<file path="src/rtl/multicycle_seq.sv">
// Multi-cycle control sequencer: walks each instruction through FETCH/DECODE/EXEC/MEM/WB,
// handshaking with IMEM/DMEM, and owns PC, IR, MDR and the retired-instruction counter.
module multicycle_seq #(
    parameter int                ADDR_W   = 32,
    parameter int                DATA_W   = 32,
    parameter logic [ADDR_W-1:0] RESET_PC = '0,
    parameter int                MAX_WAIT = 15,
    parameter int                CNT_W    = 16
) (
    input  logic              clock,
    input  logic              reset,
    output logic              imem_req,
    output logic [ADDR_W-1:0] imem_addr,
    input  logic              imem_ack,
    input  logic [DATA_W-1:0] imem_rdata,
    output logic [DATA_W-1:0] instr,
    input  logic              dec_mem_rd,
    input  logic              dec_mem_wr,
    input  logic              dec_wb_en,
    input  logic              dec_halt,
    input  logic              take_branch,
    input  logic [ADDR_W-1:0] target,
    output logic              dmem_req,
    output logic              dmem_we,
    input  logic              dmem_ack,
    input  logic [DATA_W-1:0] dmem_rdata,
    output logic [DATA_W-1:0] mdr,
    output logic              rf_we,
    output logic [ADDR_W-1:0] pc,
    output logic [ADDR_W-1:0] pc_plus_8,
    output logic              halted,
    output logic              bus_err,
    output logic [CNT_W-1:0]  retired_cnt
);

    localparam int                WAIT_W     = (MAX_WAIT < 1) ? 1 : $clog2(MAX_WAIT + 1);
    localparam logic [WAIT_W-1:0] WAIT_LIMIT = WAIT_W'(MAX_WAIT);

    typedef enum logic [2:0] {
        S_BOOT,
        S_FETCH,
        S_DECODE,
        S_EXEC,
        S_MEM,
        S_WB,
        S_HALT,
        S_ERROR
    } state_t;

    state_t            state_reg, state_next;
    logic [ADDR_W-1:0] pc_reg, pc_next;
    logic [ADDR_W-1:0] npc_reg, npc_next;
    logic [DATA_W-1:0] instr_reg, instr_next;
    logic [DATA_W-1:0] mdr_reg, mdr_next;
    logic [CNT_W-1:0]  cnt_reg, cnt_next;
    logic [WAIT_W-1:0] wait_reg, wait_next;

    logic [ADDR_W-1:0] pc_plus_4;
    logic [ADDR_W-1:0] exec_npc;
    logic [ADDR_W-1:0] retire_pc;
    logic              wait_expired;
    logic              retire;

    assign pc_plus_4    = pc_reg + ADDR_W'(4);
    assign exec_npc     = take_branch ? target : pc_plus_4;
    // A no-writeback op retires straight out of EXEC, before npc_reg has been loaded.
    assign retire_pc    = (state_reg == S_EXEC) ? exec_npc : npc_reg;
    assign wait_expired = (wait_reg == WAIT_LIMIT);

    always_ff @(posedge clock or negedge reset) begin
        if (!reset) begin
            state_reg <= S_BOOT;
            pc_reg    <= RESET_PC;
            npc_reg   <= RESET_PC;
            instr_reg <= '0;
            mdr_reg   <= '0;
            cnt_reg   <= '0;
            wait_reg  <= '0;
        end else begin
            state_reg <= state_next;
            pc_reg    <= pc_next;
            npc_reg   <= npc_next;
            instr_reg <= instr_next;
            mdr_reg   <= mdr_next;
            cnt_reg   <= cnt_next;
            wait_reg  <= wait_next;
        end
    end

    always_comb begin
        state_next = state_reg;
        pc_next    = pc_reg;
        npc_next   = npc_reg;
        instr_next = instr_reg;
        mdr_next   = mdr_reg;
        cnt_next   = cnt_reg;
        wait_next  = wait_reg;
        retire     = 1'b0;

        case (state_reg)
            S_BOOT: begin
                state_next = S_FETCH;
                wait_next  = '0;
            end
            S_FETCH: begin
                if (imem_ack) begin
                    instr_next = imem_rdata;
                    state_next = S_DECODE;
                end else if (wait_expired) begin
                    state_next = S_ERROR;
                end else begin
                    wait_next = wait_reg + 1'b1;
                end
            end
            S_DECODE: begin
                if (dec_halt) begin
                    state_next = S_HALT;
                end else if (dec_mem_rd && dec_mem_wr) begin
                    state_next = S_ERROR;
                end else begin
                    state_next = S_EXEC;
                end
            end
            S_EXEC: begin
                npc_next = exec_npc;
                if (take_branch && (target[1:0] != 2'b00)) begin
                    state_next = S_ERROR;
                end else if (dec_mem_rd || dec_mem_wr) begin
                    state_next = S_MEM;
                    wait_next  = '0;
                end else if (dec_wb_en) begin
                    state_next = S_WB;
                end else begin
                    retire = 1'b1;
                end
            end
            S_MEM: begin
                if (dmem_ack) begin
                    if (dec_mem_wr) begin
                        retire = 1'b1;
                    end else begin
                        mdr_next   = dmem_rdata;
                        state_next = S_WB;
                    end
                end else if (wait_expired) begin
                    state_next = S_ERROR;
                end else begin
                    wait_next = wait_reg + 1'b1;
                end
            end
            S_WB: begin
                retire = 1'b1;
            end
            default: begin
                state_next = state_reg;
            end
        endcase

        if (retire) begin
            pc_next    = retire_pc;
            cnt_next   = cnt_reg + 1'b1;
            state_next = S_FETCH;
            wait_next  = '0;
        end
    end

    assign imem_req    = (state_reg == S_FETCH);
    assign dmem_req    = (state_reg == S_MEM);
    assign dmem_we     = (state_reg == S_MEM) && dec_mem_wr;
    assign rf_we       = (state_reg == S_WB);
    assign halted      = (state_reg == S_HALT);
    assign bus_err     = (state_reg == S_ERROR);
    assign imem_addr   = pc_reg;
    assign pc          = pc_reg;
    assign pc_plus_8   = pc_reg + ADDR_W'(8);
    assign instr       = instr_reg;
    assign mdr         = mdr_reg;
    assign retired_cnt = cnt_reg;

endmodule

</file>
<file path="config.mk">
export PLATFORM = sky130hd
export DESIGN_NAME = multicycle_seq
export DESIGN_NICKNAME = d
export VERILOG_FILES = /design/src/rtl/multicycle_seq.sv
export SDC_FILE = /design/constraint.sdc
export NUM_CORES = 1
export LEC_CHECK = 0
export ABC_AREA = 1
export CORE_ASPECT_RATIO = 2
export CORE_UTILIZATION = 30
export DETAILED_ROUTE_END_ITERATION = 10
export GPL_ROUTABILITY_DRIVEN = 0
export SYNTH_ARGS = -nofsm -noshare
export SYNTH_HDL_FRONTEND = slang
export SYNTH_SLANG_ARGS = --single-unit
</file>
<file path="constraint.sdc">
create_clock -name clock -period 3.81 [get_ports clock]
set_input_delay 1.143 -clock clock [delete_from_list [all_inputs] [get_ports clock]]
set_output_delay 1.143 -clock clock [all_outputs]
set_load 0.05 [all_outputs]
</file>
==> results.ini <==
[timing]
tns_ps = 0
fin_crit_sh_pct = 95.9
skew_ps = 5.66
hold_violations = 0
rsz0062_at_grt = no
setup_violations = 0
drv_slew = 0
fmax_mhz = 274
worst_slew_pin_slew_ps = 637
period_needed_ps = 3650
relSlewSlack_pct = 57.5

[worst_setup_path]
critPathKind = register to primary output
r2r_cells = 9
r2r_end = retired_cnt[11]
crit_arrival_ps = 2510
cp_max_fo = 8
cp-end-kind = primary output
r2r_slack_ps = 1480
required_ps = 2670
critPathLaunchType = register
reg2reg_from = state_reg[2]

[die]
die_area_mm2 = 0.0267
core_area_mm2 = 0.0257
chipHeight_um = 230
die_x_um = 116
io_pins = 287
initial_core_util_pct = 30.5
row_count = 83

[drt]
first_pass_iters = 4
route.detailed.vias_per_inst = 4.64
routed_wl_um = 25600
post_drt_wl_per_cell_um = 16.9
vias = 7018
drt_iter0_markers = 256
antenna_left = 0
drc = 0

[synth]
muxShareOfSynthArea_pct = 9.22
yosysTopAreaCellShare_pct = 48.4
synth_seq_area_share_pct = 48.4
synth_nets = 1008
yosysWarnings = 0
synth_top_area_cell = dfrtp_1
ys_types = 33
syn_avg_cell_area_um2 = 8.69
synth_top_family_by_area = simple AND/OR/NAND/NOR gates
synth-seq-cells = 151
synth_compound_area_share_pct = 4.85
postSynthCellCount = 899
synth_area_mm2 = 0.00781
synthAdderAreaFrac_pct = 0.641
synthXorXnorAreaFrac_pct = 5.60
synth.area.top_cells = dfrtp_1 48%, nand2_1 13%, mux2_2 8.9%
synthSimpleGateAreaFrac_pct = 23.3

[hold_path]
holdPathStages = 2
min_path_type = register to register
hold_start = npc_reg[23]
hold_end = npc_reg[23]

[cells_and_area]
final_cell_mix = 264 x nand2_1, 262 x clkdlybuf4s50_1, 151 x dfrtp_1
final_cells = 1513
area_growth_pct = 48.3
nets = 1269
drive_gt1_share_pct = 13.3
n_antenna_cell = 0
fin_util_pct = 45.2
final_common_cell = nand2_1
num-fill-cells = 2511

[cts]
htreeDepth = 4
cts_tree = yes
root_buffer = clkbuf_16
clkLatencyLatePin_ps = 440
clock-sinks = 151
path_clk_slew_ps = 60
cts_inserted_buffers = 17
cts_setup_buffers = 0
clk_path_buf_depth = 2

[global_routing]
grt_usage_pct = 20.2
first_global_vias = 7251
grt_pass1_wl_um = 39500
grt_start_max_net_pins = 61
antenna_found_initial = 0
grt_overflow = 0

[status]
outcome = completed

[placed_design]
portBuffers = 286
dpl.cell_count = 1481
hpwl_um = 19700

[power]
peakVddDrop_uv = 285
power-per-cell-area_mw_per_mm2 = 325
leakage_nw = 5.60

[run]
cap_violations = 0

-- how the worst max path moves through the flow --
| stage | start | endpoint | slack, ps | depth (start not counted) |
|---|---|---|---|---|
| CTS | imem_addr[4] | pc_plus_8[18] | 9 | 6 |
| global route | imem_addr[4] | pc_plus_8[7] | 5 | 5 |
| finish | imem_addr[4] | pc_plus_8[7] | 160 | 5 |
| global placement | imem_addr[4] | pc_plus_8[18] | 540 | 6 |
| floorplan | imem_addr[3] | pc_plus_8[20] | 110 | 8 |
| detailed placement | imem_addr[4] | pc_plus_8[18] | 500 | 6 |
-- where the power goes --
part	switching, mW	total (mW)	internal (mW)
Sequential	0.00591	1.62	1.61
Combinational	0.136	0.269	0.133
Clock	0.695	1.88	1.18
Total	0.837	3.76	2.93
-- stage by stage --
step           hold slack, ps  total power, mW  setup slack [ps]  cell area (um^2)
2_1_floorplan             445             1.73               107              7810
3_3_place_gp              457             1.92               543             10900
3_5_place_dp              463             1.92               504             10900
4_1_cts                   478             3.82              8.92             11600
5_1_grt                   499             3.90              4.69             11600
6_report                  477             3.76               157             11600
-- cells by family after synthesis --
| kind of cell | Yosys count |
|---|---|
| adder cells (fa/ha/maj) | 4 |
| AND/OR/NAND/NOR | 439 |
| multiplexers | 64 |
| XOR/XNOR | 50 |
| AO/OA/AOI/OAI | 69 |
| flip-flops | 151 |
| buffers and inverters | 122 |
-- area by class of cell --
type                       instances  area [um^2]  area share (%)
tap                              340          425            3.67
multi-input combinational        626         3420            29.5
inverter                          60          225            1.94
sequential                       151         3780            32.6
clock buffer                      21          450            3.89
timing repair buffer             304         3090            26.7
clock inverter                    11          198            1.71
-- what timing repair did --
action                                  CTS  global route
endpoints found under the setup margin    0            11
gates resized for setup                   0             8
hold endpoints to repair                  0             0
hold buffers                              0             0
-- routing by layer --
| metal | global-route usage, % | vias up | part of all wire, % |
|---|---|---|---|
| met2 | 38.2 | 253 | 57 |
| li1 | - | 3355 | - |
| met3 | 4.67 | 62 | 5.1 |
| met1 | 19.0 | 3348 | 33 |
| met5 | 0 | - | 0 |
| met4 | 11.8 | 0 | 4.9 |
-- cells in the mapped netlist, drive strengths merged --
cell type / count
o31ai: 1
a21oi: 29
or2: 7
nor2: 102
inv: 60
a31oi: 4
dfrtp: 151
ha: 4
nand3: 49
nor3: 8
a21boi: 7
buf: 54
xnor2: 8
xor2: 42
o21ai: 25
clkbuf: 8
o21bai: 1
a21o: 1
mux2: 64
a31o: 1
nand2: 265
nand4: 7
and2: 1
-- critical path, cell delays in order, from the launching register on --
cell	delay (ps)
dfrtp_1	460
ha_1	260
nand2_1	100
nor2_2	160
xor2_1	250
clkdlybuf4s50_1	850
No activity file was read; power rests on OpenSTA's default activity.
